===== src/rtl/cpu_pkg.sv =====
// Shared definitions for the decode stage: opcodes, ALU control codes,
// instruction field positions and the decoded control word layout.
package cpu_pkg;

  // Opcodes (instr[31:28])
  localparam logic [3:0] OP_ADD  = 4'b0000;
  localparam logic [3:0] OP_AND  = 4'b0001;
  localparam logic [3:0] OP_OR   = 4'b0010;
  localparam logic [3:0] OP_ADDI = 4'b0100;
  localparam logic [3:0] OP_ANDI = 4'b0101;
  localparam logic [3:0] OP_ORI  = 4'b0110;
  localparam logic [3:0] OP_LW   = 4'b1000;
  localparam logic [3:0] OP_SW   = 4'b1001;
  localparam logic [3:0] OP_NOP  = 4'b1111;

  // ALU control codes
  localparam logic [2:0] ALU_ADD = 3'b000;
  localparam logic [2:0] ALU_AND = 3'b111;
  localparam logic [2:0] ALU_OR  = 3'b110;

  // Instruction field positions (LSB of each field)
  localparam int OPC_LSB = 28;
  localparam int OPC_W   = 4;
  localparam int RD_LSB  = 24;
  localparam int RS1_LSB = 20;
  localparam int RS2_LSB = 16;
  localparam int IMM_LSB = 0;
  localparam int IMM_W   = 12;

  // Decoded control word produced by instr_decoder.
  typedef struct packed {
    logic [2:0] alu_ctrl;
    logic       alu_src;
    logic       reg_write;
    logic       mem_read;
    logic       mem_write;
    logic       rs1_used;
    logic       rs2_used;
    logic       illegal;
    logic       bubble;    // opcode is an explicit NOP
  } ctrl_t;

  // Everything off: what a bubble looks like before any opcode is applied.
  localparam ctrl_t CTRL_BUBBLE = '{
    alu_ctrl:  ALU_ADD,
    alu_src:   1'b0,
    reg_write: 1'b0,
    mem_read:  1'b0,
    mem_write: 1'b0,
    rs1_used:  1'b0,
    rs2_used:  1'b0,
    illegal:   1'b0,
    bubble:    1'b0
  };

endpackage


===== src/rtl/instr_decoder.sv =====
// Purely combinational opcode decoder: opcode -> control word.
module instr_decoder
  import cpu_pkg::*;
(
  input  logic [OPC_W-1:0] opcode_i,
  output ctrl_t            ctrl_o
);

  // Opcode lookup; unknown opcodes decode as a bubble flagged illegal.
  always_comb begin
    ctrl_o = CTRL_BUBBLE;
    case (opcode_i)
      OP_ADD, OP_AND, OP_OR: begin
        ctrl_o.reg_write = 1'b1;
        ctrl_o.rs1_used  = 1'b1;
        ctrl_o.rs2_used  = 1'b1;
        ctrl_o.alu_ctrl  = (opcode_i == OP_AND) ? ALU_AND :
                           (opcode_i == OP_OR)  ? ALU_OR  : ALU_ADD;
      end
      OP_ADDI, OP_ANDI, OP_ORI: begin
        ctrl_o.alu_src   = 1'b1;
        ctrl_o.reg_write = 1'b1;
        ctrl_o.rs1_used  = 1'b1;
        ctrl_o.alu_ctrl  = (opcode_i == OP_ANDI) ? ALU_AND :
                           (opcode_i == OP_ORI)  ? ALU_OR  : ALU_ADD;
      end
      OP_LW: begin
        ctrl_o.alu_ctrl  = ALU_ADD;
        ctrl_o.alu_src   = 1'b1;
        ctrl_o.reg_write = 1'b1;
        ctrl_o.mem_read  = 1'b1;
        ctrl_o.rs1_used  = 1'b1;
      end
      OP_SW: begin
        // rs2 carries the store data, so it counts as a source.
        ctrl_o.alu_ctrl  = ALU_ADD;
        ctrl_o.alu_src   = 1'b1;
        ctrl_o.mem_write = 1'b1;
        ctrl_o.rs1_used  = 1'b1;
        ctrl_o.rs2_used  = 1'b1;
      end
      OP_NOP: begin
        ctrl_o.bubble = 1'b1;
      end
      default: begin
        ctrl_o.illegal = 1'b1;
      end
    endcase
  end

endmodule


===== src/rtl/id_ex_decode.sv =====
// Decode stage plus ID/EX pipeline register. Detects load-use hazards
// against EX and MEM, stalls fetch, inserts bubbles and computes the
// registered forwarding selects for the EX operands.
//
// Handshake: the upstream IF/ID entry (instr_d, valid_d) is consumed on a
// rising edge when valid_d=1, flush=0 and stall_d=0; while stall_d=1 the
// upstream must hold instr_d/valid_d unchanged and a bubble enters EX.
module id_ex_decode
  import cpu_pkg::*;
#(
  parameter int REG_AW = 4
) (
  input  logic              clk,
  input  logic              rst,
  input  logic [31:0]       instr_d,
  input  logic              valid_d,
  input  logic              flush,
  output logic              stall_d,
  output logic [REG_AW-1:0] rs1_d,
  output logic [REG_AW-1:0] rs2_d,
  output logic [2:0]        ALUControlE,
  output logic              ALUSrcE,
  output logic [IMM_W-1:0]  SignImmE,
  output logic              sel_1,
  output logic              sel_2,
  output logic              valid_e,
  output logic              reg_write_e,
  output logic              mem_read_e,
  output logic              mem_write_e,
  output logic [REG_AW-1:0] rd_e,
  output logic              illegal_e
);

  ctrl_t             dec;
  logic [REG_AW-1:0] rd_f;
  logic [IMM_W-1:0]  imm_f;
  logic              unused_bits;

  // ID/EX register
  logic [2:0]        alu_q,  alu_d;
  logic              src_q,  src_d;
  logic [IMM_W-1:0]  imm_q,  imm_d;
  logic              sel1_q, sel1_d;
  logic              sel2_q, sel2_d;
  logic              vld_q,  vld_d;
  logic              rw_q,   rw_d;
  logic              mr_q,   mr_d;
  logic              mw_q,   mw_d;
  logic [REG_AW-1:0] rd_q,   rd_d;
  logic              ill_q,  ill_d;

  // MEM-stage shadow of the producer that just left EX
  logic [REG_AW-1:0] rd_m_q;
  logic              reg_write_m_q;
  logic              mem_read_m_q;
  logic              valid_m_q;

  logic load_ex, load_mem, fwd_ok, hazard, issue;

  assign rs1_d       = instr_d[RS1_LSB +: REG_AW];
  assign rs2_d       = instr_d[RS2_LSB +: REG_AW];
  assign rd_f        = instr_d[RD_LSB  +: REG_AW];
  assign imm_f       = instr_d[IMM_LSB +: IMM_W];
  assign unused_bits = ^{instr_d[15:12], reg_write_m_q};

  instr_decoder u_dec (
    .opcode_i (instr_d[OPC_LSB +: OPC_W]),
    .ctrl_o   (dec)
  );

  // Hazard/forward comparators and next-state of the ID/EX register.
  always_comb begin
    load_ex  = vld_q & mr_q & (rd_q != '0);
    load_mem = valid_m_q & mem_read_m_q & (rd_m_q != '0);
    fwd_ok   = vld_q & rw_q & ~mr_q;

    hazard = (dec.rs1_used & ((load_ex  & (rs1_d == rd_q)) |
                              (load_mem & (rs1_d == rd_m_q)))) |
             (dec.rs2_used & ((load_ex  & (rs2_d == rd_q)) |
                              (load_mem & (rs2_d == rd_m_q))));

    stall_d = valid_d & ~flush & hazard;
    issue   = valid_d & ~flush & ~hazard & ~dec.bubble;

    alu_d  = ALU_ADD;
    src_d  = 1'b0;
    imm_d  = '0;
    sel1_d = 1'b0;
    sel2_d = 1'b0;
    vld_d  = 1'b0;
    rw_d   = 1'b0;
    mr_d   = 1'b0;
    mw_d   = 1'b0;
    rd_d   = '0;
    ill_d  = 1'b0;

    if (issue) begin
      vld_d = 1'b1;
      ill_d = dec.illegal;
      if (!dec.illegal) begin
        alu_d  = dec.alu_ctrl;
        src_d  = dec.alu_src;
        imm_d  = imm_f;
        rd_d   = rd_f;
        rw_d   = dec.reg_write & (rd_f != '0);
        mr_d   = dec.mem_read;
        mw_d   = dec.mem_write;
        sel1_d = dec.rs1_used & fwd_ok & (rs1_d == rd_q);
        sel2_d = dec.rs2_used & fwd_ok & (rs2_d == rd_q);
      end
    end
  end

  // ID/EX register and MEM shadows; reset clears everything immediately.
  always_ff @(posedge clk or posedge rst) begin
    if (rst) begin
      alu_q         <= ALU_ADD;
      src_q         <= 1'b0;
      imm_q         <= '0;
      sel1_q        <= 1'b0;
      sel2_q        <= 1'b0;
      vld_q         <= 1'b0;
      rw_q          <= 1'b0;
      mr_q          <= 1'b0;
      mw_q          <= 1'b0;
      rd_q          <= '0;
      ill_q         <= 1'b0;
      rd_m_q        <= '0;
      reg_write_m_q <= 1'b0;
      mem_read_m_q  <= 1'b0;
      valid_m_q     <= 1'b0;
    end else begin
      alu_q         <= alu_d;
      src_q         <= src_d;
      imm_q         <= imm_d;
      sel1_q        <= sel1_d;
      sel2_q        <= sel2_d;
      vld_q         <= vld_d;
      rw_q          <= rw_d;
      mr_q          <= mr_d;
      mw_q          <= mw_d;
      rd_q          <= rd_d;
      ill_q         <= ill_d;
      rd_m_q        <= rd_q;
      reg_write_m_q <= rw_q;
      mem_read_m_q  <= mr_q;
      valid_m_q     <= vld_q;
    end
  end

  assign ALUControlE = alu_q;
  assign ALUSrcE     = src_q;
  assign SignImmE    = imm_q;
  assign sel_1       = sel1_q;
  assign sel_2       = sel2_q;
  assign valid_e     = vld_q;
  assign reg_write_e = rw_q;
  assign mem_read_e  = mr_q;
  assign mem_write_e = mw_q;
  assign rd_e        = rd_q;
  assign illegal_e   = ill_q;

endmodule


===== config.mk =====
export PLATFORM = sky130hd
export DESIGN_NAME = id_ex_decode
export DESIGN_NICKNAME = d
export VERILOG_FILES = /design/src/rtl/cpu_pkg.sv /design/src/rtl/instr_decoder.sv /design/src/rtl/id_ex_decode.sv
export SDC_FILE = /design/constraint.sdc
export NUM_CORES = 1
export LEC_CHECK = 0
export ABC_AREA = 1
export BUFFER_PORTS_ARGS = -buffer_cell sky130_fd_sc_hd__buf_2
export CORE_UTILIZATION = 45
export CTS_CLUSTER_DIAMETER = 40
export CTS_CLUSTER_SIZE = 24
export DETAILED_ROUTE_END_ITERATION = 10
export GPL_TIMING_DRIVEN = 0
export PLACE_DENSITY = 0.76
export SYNTH_ARGS = -nofsm -noshare
export SYNTH_HDL_FRONTEND = slang
export SYNTH_SLANG_ARGS = --single-unit

===== constraint.sdc =====
create_clock -name clk -period 2.1 [get_ports clk]
set_clock_uncertainty 0.15 [all_clocks]
set_input_delay 0.105 -clock clk [delete_from_list [all_inputs] [get_ports clk]]
set_output_delay 0.105 -clock clk [all_outputs]
set_load 0.01 [all_outputs]

==> metrics, run 1 <==
DRT Wirelength=3930 um; initial core utilization=0.482; ANT nets after route=0; HP Class=in -> reg; CP Max Fanout=5; Skew-Pair Late Insertion Delay=between 0.3 and 0.4 ns; Post-CTS Resized=0; area grow syn2layout=41.4%; cts bufs inserted=5; max frequency=between 500 and 600 MHz; synthesized area per cell=between 8 and 9 um2; startpoint types=primary input; CTS Sinks=32; layout cells sized above 1=0.377; synthesized netlist cell count=204; 1st-iter DRT viols=48; Netlist cell types=19; Power Dens Cells=543 mW/mm2; initial antenna violation count=0; Crit. End Element=primary output; GR Overflow Total=0; Via-to-Cell Ratio=approximately 4.6; Least-Margin Pin Slew=1.19 ns; max-cap violations=0; RSZ-0062 raised after global routing=no; crit share post-route=0.927; Yosys reg bits=32; WL/cell=11.3 um; IO buf count=67; DP HPWL=2510 um; I/O Pins=72; GPL Wtd Cong=0.796; Die Ht=roughly 62 um; leading area contributor after synthesis=dfrtp_1; Worst Path Required=1.85 ns; gr usage total=0.219; register area share after synthesis=0.486; CTS Hold Bufs=23; setup tns final=0 ns; Metal-1 WL=~1500 um; worst vdd ir=0.441 mV; CTS max path bufs=2; Final #Nets=337; min Tclk post-route=around 2 ns; max layer used=met4; ant diodes=0; Chip Width=62.5 um; endpoints failing setup=0; Synth area leaders=dfrtp_1 49%, nand2_1 16%, nor2_2 7.2%, inv_1 5.0%, nor2_1 5.0%; Yosys top cell area share=0.486; first-pass GRT wire length=6560 um; number of global-route vias before repair=1598; Pleak=1.33 nW; clock slew at reported path FFs=0.10 ns; die area=0.00391 mm2; core area=around 0.0034 mm2; Routed met3 length=230 um; Ys Warns=0; syn_nets=240; Fin. Hold Viols=0; met2 WL=2080 um; row count=21; setup bufs post-CTS=0; CTS tree=done; DR DRC count=0; post-detailed-placement cell area=0.00204 mm2; Max-slew headroom=0.203; status=completed; via count=about 1600; length of the first detailed-routing pass in iterations=4; H-tree levels=2; Final Cell Area=0.00233 mm2; Setup CP Type=in -> out; Critical Path AT=~1.7 ns; Max Slew Vio Count=0; cell area after synthesis=0.00165 mm2; largest net degree at the start of global routing=33; Clock Root Buffer=clkbuf_4
layout by cell type (no fill, tap or decap), drive strengths merged:
cell,Yosys,final
nand3,5,5
nor2,43,43
nand4,4,4
o41ai,1,1
buf,12,79
a21boi,1,1
dfrtp,32,32
nand2,74,74
xor2,2,2
a21oi,3,3
o21ai,2,2
dlygate4sd3,0,23
clkbuf,0,8
inv,25,25
final cells by class:
type	count	area, um2
multi-input cells	135	637
flip-flops and latches	32	801
plain buffers	12	115
well taps	46	57.6
fillers	281	1090
inverters	25	93.8
clock buffers	8	58.8
repair buffers	90	566
cells by family (layout without fill, tap and decap cells):
kind of cell | Yosys count | count (layout) | synth area share
DFF | 32 | 32 | 0.486
xor gates and xnor gates | 2 | 2 | 0.0106
and+or+nand+nor | 126 | 126 | 0.351
AOI/OAI and AO/OA | 7 | 7 | 0.0251
buffers and inverters | 37 | 135 | 0.127
power breakdown:
group,total [W],internal [W],switching (W)
Sequential,0.000645,0.000634,0.0000117
Combinational,0.000254,0.000118,0.000136
Clock,0.000366,0.000165,0.000201
per-stage QoR:
stage	hold slack (ns)	setup WS (ns)	power (W)	utilization	std cells
after floorplan	0.0712	0.600	0.000793	-	204
after global placement	0.188	0.454	0.000870	0.597	317
after detailed placement	0.192	0.429	0.000875	0.597	317
after CTS	0.0400	0.140	0.00127	0.682	348
after global routing	0.0770	0.0192	0.00133	0.682	348
final	0.0503	0.153	0.00127	0.682	348
critical path, stage by stage:
cell           delay (ns)
dlygate4sd3_1        0.54
buf_2                0.13
inv_1                0.10
nand2_1              0.14
o21ai_1              0.25
nand2_2              0.12
a21oi_1              0.17
buf_2                0.15
path summary, 6_finish.rpt:
path | startpoint | end | slack (ns) | cells past startpoint
worst max-delay path | instr_d[31] | stall_d | 0.15 | 8
worst min-delay path | instr_d[19] | sel_2 | 0.05 | 6
worst max register to register | rd_e[1] | illegal_e | 0.43 | 10
worst min register to register | valid_e | valid_m_q | 0.29 | 0
max in group asynchronous | rst | rd_m_q[1] | 0.60 | 3
min in group asynchronous | rst | SignImmE[3] | 0.48 | 3
cells in the mapped netlist:
cell type	count
nand2_1	71
nand2_2	3
inv_1	22
a21boi_0	1
dfrtp_1	32
inv_2	3
nand4_1	3
nor2_4	2
buf_12	2
o21ai_1	2
buf_4	10
a21oi_1	3
nor2_1	22
xor2_1	2
nand3_4	1
nor2_2	19
nand4_2	1
nand3_1	4
o41ai_1	1
sequential cells by signal (all words and copies together) (netlist names):
register      count
ALUSrcE           1
rd_e              4
mem_read_e        1
illegal_e         1
SignImmE         12
sel_1             1
mem_read_m_q      1
valid_e           1
ALUControlE       2
valid_m_q         1
mem_write_e       1
sel_2             1
rd_m_q            4
reg_write_e       1
routing by layer:
metal  track usage  up-vias
met4         0.108        0
met2         0.399       60
met1         0.232      724
met3        0.0566        7
li1              -      795
met5             0        -
No activity file was read; power rests on OpenSTA's default activity.
==> run 2, diff against run 1 <==
--- a/config.mk
+++ b/config.mk
@@ -15,4 +15,5 @@
 export PLACE_DENSITY = 0.76
 export SYNTH_ARGS = -nofsm -noshare
 export SYNTH_HDL_FRONTEND = slang
+export SYNTH_HIERARCHICAL = 1
 export SYNTH_SLANG_ARGS = --single-unit
==> constraint.sdc (replaced) <==
create_clock -name clk -period 2.1 [get_ports clk]
set_clock_uncertainty 0.15 [all_clocks]
set_input_delay 0.105 -clock clk [delete_from_list [all_inputs] [get_ports clk]]
set_output_delay 0.105 -clock clk [all_outputs]
set_load 0.05 [all_outputs]
==> metrics, run 2 <==
DRT Wirelength=3860 um (was 3930 um); Post-synth EDFFs=0 (unchanged); initial core utilization=0.488 (was 0.482); via count=1622 (was 1586); H-tree levels=2 (unchanged); Chip Width=63.1 um (was 62.5 um); largest net degree at the start of global routing=34 (was 33); Worst Path Required=1.85 ns (about the same); crit share post-route=0.939 (was 0.927); WL/cell=10.6 um (was 11.3 um); Critical Path AT=1.72 ns (was 1.69 ns); I/O Pins=72 (unchanged); Async SR Flop Fraction=1.00 (unchanged); ant diodes=0 (unchanged); filler instances=266 (was 281); RSZ-0062 raised after global routing=no (unchanged); DP HPWL=2590 um (was 2510 um); Skew-Pair Late Insertion Delay=0.28 ns (was 0.33 ns); CTS Sinks=33 (was 32); synth cell count leaders=81 x nand2_1, 38 x nor2_1, 33 x dfrtp_1 (was 71 x nand2_1, 32 x dfrtp_1, 22 x inv_1, 22 x nor2_1, 19 x nor2_2); setup bufs post-CTS=0 (unchanged); leading area contributor after synthesis=dfrtp_1 (unchanged); Worst path top cell family by delay=flip-flops (was buffers and inverters); cell area after synthesis=0.00168 mm2 (was 0.00165 mm2); gr usage total=0.212 (was 0.219); Die Ht=63.1 um (was 62.5 um); length of the first detailed-routing pass in iterations=4 (unchanged); row count=21 (unchanged); Final #Nets=354 (was 337); register area share after synthesis=0.492 (was 0.486); syn_nets=259 (was 240); Yosys top cell area share=0.492 (was 0.486); commonest non-fill, non-tap cell in the layout=nand2_1 (unchanged); Max-slew headroom=0.690 (was 0.203); Fin. Hold Viols=0 (unchanged); CTS tree=done (unchanged); setup tns final=0 ns (unchanged); Synth area leaders=dfrtp_1 49%, nand2_1 18%, nor2_1 8.5%, inv_1 4.9%, nor2_2 4.5% (was dfrtp_1 49%, nand2_1 16%, nor2_2 7.2%, inv_1 5.0%, nor2_1 5.0%); die area=0.00398 mm2 (was 0.00391 mm2); slowest CP cell=dfrtp_1 (was dlygate4sd3_1); Least-Margin Pin Slew=0.464 ns (was 1.19 ns); layout cells sized above 1=0.333 (was 0.377); WP buf/inv=1 (was 4); synthesized netlist cell count=223 (was 204); GPL Wtd Cong=0.850 (was 0.796); first-pass GRT wire length=6510 um (was 6560 um); min Tclk post-route=1.97 ns (was 1.95 ns); worst-path cell chain=xor2_1 -> nor2_1 -> nand3_1 -> nand2_1 -> nand2_2 -> a21oi_2 -> clkbuf_4 (was dlygate4sd3_1 -> buf_2 -> inv_1 -> nand2_1 -> o21ai_1 -> nand2_2 -> a21oi_1 -> buf_2); max reg flops=12 (unchanged); Clock Root Buffer=clkbuf_8 (was clkbuf_4); Power Total=0.00146 W (was 0.00127 W); ys flop type=dfrtp_1 (unchanged); initial antenna violation count=0 (unchanged); max-cap violations=0 (unchanged); max incr delay on CP=0.44 ns (was 0.54 ns); Crit. End Element=primary output (unchanged); cts bufs inserted=5 (unchanged); Ys Warns=6 (was 0); area of the multi-input gates=673 um2 (was 637 um2); CP Max Fanout=6 (was 5); Yosys reg bits=33 (was 32); number of global-route vias before repair=1620 (was 1598); most instantiated library cell after synthesis=nand2_1 (unchanged); endpoints failing setup=0 (unchanged); Netlist cell types=19 (unchanged); clock slew at reported path FFs=0.06 ns (was 0.10 ns); core area=0.00344 mm2 (was 0.00342 mm2); HP Class=in -> reg (unchanged); Max Slew Vio Count=0 (unchanged); startpoint types=register (was primary input); IO buf count=67 (unchanged); most frequent cells in the layout=81 x nand2_1, 66 x buf_2, 38 x nor2_1 (was 71 x nand2_1, 67 x buf_2, 32 x dfrtp_1); worst vdd ir=0.439 mV (was 0.441 mV); ANT nets after route=0 (unchanged); CTS max path bufs=2 (unchanged); DR DRC count=0 (unchanged); 1st-iter DRT viols=78 (was 48); Pleak=1.37 nW (was 1.33 nW); Power Dens Cells=610 mW/mm2 (was 543 mW/mm2); synthesized area per cell=7.53 um2 (was 8.07 um2); Storage cell area=827 um2 (was 801 um2); Setup CP Type=reg -> out (was in -> out); area grow syn2layout=42.8% (was 41.4%); GR Overflow Total=0 (unchanged); Via-to-Cell Ratio=4.46 (was 4.56); status=completed (unchanged); max frequency=507 MHz (was 514 MHz)
[run 2: cell type report]
cell class / count / share of cell area
timing repair buffer: 88 / 0.236
buffer: 13 / 0.0423
inverter: 23 / 0.0360
tap: 46 / 0.0240
sequential: 33 / 0.345
clock buffer: 7 / 0.0360
multi-input combinational: 154 / 0.281
[run 2: through the flow]
stage / hold WS [ns] / instance area, um2 / instances / utilization / setup WS [ns]
2_1_floorplan: 0.0761 / 1680 / 223 / - / 0.113
3_3_place_gp: 0.181 / 2080 / 336 / 0.603 / 0.420
3_5_place_dp: 0.183 / 2080 / 336 / 0.603 / 0.358
4_1_cts: 0.0302 / 2350 / 362 / 0.683 / 0.0418
5_1_grt: 0.124 / 2400 / 364 / 0.696 / 0.0205
6_report: 0.0935 / 2400 / 364 / 0.696 / 0.128
[run 2: worst paths after layout]
check                            start  cells after the start  slack, ns         to
hold / removal             instr_d[16]                      6       0.09      sel_2
max in group asynchronous          rst                      4       1.14    rd_e[0]
min in group asynchronous          rst                      3       0.20    rd_e[2]
setup / recovery               rd_e[0]                      7       0.13    stall_d
setup reg to reg               rd_e[0]                      8       0.41  illegal_e
hold reg to reg                valid_e                      0       0.27  valid_m_q
[run 2: worst register-to-register path, delay by kind of cell (launching register included)]
| family | cells | cell delay [ns] |
|---|---|---|
| xor+xnor | 1 | 0.18 |
| buf+inv | 1 | 0.17 |
| flops | 1 | 0.44 |
| simple gates | 6 | 0.61 |
[run 2: timing repair]
item	in CTS	in global routing
hold endpoints to repair	18	33
endpoints found under the setup margin	0	1
resized for setup	0	3
hold buffers	19	1
[run 2: report_power, final]
part | switching, W | internal [W] | total [W]
sequential | 0.0000109 | 0.000654 | 0.000665
combinational | 0.000208 | 0.000118 | 0.000326
clock | 0.000212 | 0.000260 | 0.000472
[run 2: kinds of logic (layout without fill, tap and decap cells)]
group,count (synthesis),in the layout,share of synthesized area
flops,33,33,0.492
xor+xnor,2,2,0.0104
buf+inv,36,131,0.112
simple gates,147,147,0.371
compound gates,5,5,0.0149
[run 2: per-layer routing]
metal,track usage,wire length [um],up-vias
li1,-,-,845
met1,0.237,1600,723
met2,0.368,1950,48
met3,0.0616,249,6
met4,0.0959,59,0
met5,0,0,-
==> run 3, diff against run 2 <==
==> constraint.sdc (replaced) <==
create_clock -name clk -period 2.1 [get_ports clk]
set_clock_uncertainty 0.15 [all_clocks]
set_input_delay 0.21 -clock clk [delete_from_list [all_inputs] [get_ports clk]]
set_output_delay 0.21 -clock clk [all_outputs]
set_load 0.05 [all_outputs]
==> metrics, run 3 (synthesized netlist as in run 2, its figures left out) <==
Critical R2R Capture=SignImmE[9] (was illegal_e); Worst Path Required=1.74 ns (was 1.85 ns); min Tclk post-route=2.01 ns (was 1.97 ns); Power Dens Cells=631 mW/mm2 (was 610 mW/mm2); H-tree levels=2 (unchanged); Worst R2R Setup Slack=0.44 ns (was 0.41 ns); Clock Root Buffer=clkbuf_8 (unchanged); startpoint types=register (unchanged); crit share post-route=0.956 (was 0.939); Fin. Hold Viols=0 (unchanged); initial antenna violation count=0 (unchanged); Crit. End Element=primary output (unchanged); first-pass GRT wire length=6110 um (was 6510 um); commonest non-fill, non-tap cell in the layout=nand2_1 (unchanged); I/O Pins=72 (unchanged); minimum hold slack=0.00704 ns (was 0.0935 ns); Via-to-Cell Ratio=4.46 (about the same); clock slew at reported path FFs=0.07 ns (was 0.06 ns); row count=21 (unchanged); gr usage total=0.201 (was 0.212); CTS tree=done (unchanged); initial core utilization=0.488 (unchanged); DP HPWL=2590 um (unchanged); worst r2r path cells=9 (was 8); max frequency=498 MHz (was 507 MHz); Skew-Pair Late Insertion Delay=0.28 ns (about the same); endpoints failing setup=0 (unchanged); max-cap violations=0 (unchanged); number of global-route vias before repair=1523 (was 1620); filler instances=284 (was 266); CTS Sinks=33 (unchanged); Storage cell area=830 um2 (was 827 um2); 1st-iter DRT viols=66 (was 78); Pleak=1.32 nW (was 1.37 nW); Final #Nets=343 (was 354); core area=0.00344 mm2 (unchanged); cts bufs inserted=5 (unchanged); Chip Width=63.1 um (unchanged); RSZ-0062 raised after global routing=no (unchanged); CP Max Fanout=6 (unchanged); worst hold start=instr_d[26] (was instr_d[16]); Crit Reg-Reg Startpoint=rd_e[1] (was rd_e[0]); endpoint of the worst hold path=rd_e[2] (was sel_2); IO buf count=67 (unchanged); worst vdd ir=0.428 mV (was 0.439 mV); ANT nets after route=0 (unchanged); DRT Wirelength=3550 um (was 3860 um); WL/cell=10.1 um (was 10.6 um); Max-slew headroom=0.547 (was 0.690); largest net degree at the start of global routing=34 (unchanged); Cells on Worst Hold Path=3 (was 6); die area=0.00398 mm2 (unchanged); Setup CP Type=reg -> out (unchanged); Least-Margin Pin Slew=0.678 ns (was 0.464 ns); GPL Wtd Cong=0.850 (unchanged); ant diodes=0 (unchanged); area grow syn2layout=36.5% (was 42.8%); layout cells sized above 1=0.358 (was 0.333); Max Slew Vio Count=0 (unchanged); length of the first detailed-routing pass in iterations=6 (was 4); GR Overflow Total=0 (unchanged); Die Ht=63.1 um (unchanged); CTS max path bufs=2 (unchanged); HP Class=in -> reg (unchanged); via count=1575 (was 1622); max reg flops=12 (unchanged); DR DRC count=0 (unchanged); area of the multi-input gates=674 um2 (was 673 um2); status=completed (unchanged); setup tns final=0 ns (unchanged); most frequent cells in the layout=81 x nand2_1, 66 x buf_2, 36 x nor2_1 (was 81 x nand2_1, 66 x buf_2, 38 x nor2_1); Critical Path AT=1.65 ns (was 1.72 ns)
[run 3: changes by cell type in the layout (fill, tap and decap cells not counted), sizes merged]
cell	change
clkbuf	-1
dlygate4sd3	-12
buf	+2
[run 3: what timing repair did]
action                                  CTS  global route
buffers inserted                          0             1
hold buffers                              7             1
pin swaps                                 0             1
endpoints found under the setup margin    1             1
gates resized for setup                   2             5
hold endpoints to repair                  7            15
[run 3: how the worst max path moves through the flow]
stage	from	endpoint	slack, ns	depth (start not counted)
finish	rd_e[2]	stall_d	0.09	9
global route	rd_e[1]	stall_d	0.001	9
CTS	rd_e[2]	stall_d	0.02	9
detailed placement	rd_e[1]	stall_d	0.25	9
global placement	rd_e[1]	stall_d	0.32	9
floorplan	rd_e[2]	stall_d	0.008	8
[run 3: area by class of cell]
| class | instances | share of cell area |
|---|---|---|
| well taps | 46 | 0.0251 |
| plain buffers | 13 | 0.0442 |
| clock buffers | 7 | 0.0377 |
| inverters | 23 | 0.0377 |
| repair buffers | 77 | 0.199 |
| flip-flops and latches | 33 | 0.362 |
| multi-input cells | 154 | 0.294 |
[run 3: metrics by stage]
step	std cells	utilization	setup slack, ns	total power, W	instance area, um2
after floorplan	223	-	0.00828	0.000881	1680
after global placement	336	0.603	0.315	0.000960	2080
after detailed placement	336	0.603	0.253	0.000964	2080
after CTS	350	0.650	0.0185	0.00145	2240
after global routing	353	0.666	0.00108	0.00152	2290
final	353	0.666	0.0924	0.00145	2290
[run 3: power by group]
part           total [W]  switching, W  internal (W)
Sequential      0.000664     0.0000105      0.000654
Combinational   0.000308      0.000203      0.000105
Clock           0.000474      0.000214      0.000260
[run 3: worst max-delay path, stage by stage, from the launching register on]
cell and delay, ns:
dfrtp_2 0.42, inv_1 0.06, nand2_1 0.05, nand2_1 0.04, nor2_1 0.18, nand3_1 0.10
nand2_1 0.09, nand2_2 0.08, a21oi_2 0.17, buf_6 0.17
[run 3: layer usage]
metal	share of wire	global-route usage	up-vias
met5	0	0	-
met4	0.017	0.0959	0
met3	0.071	0.0598	6
met2	0.50	0.352	50
met1	0.41	0.220	697
li1	-	-	822
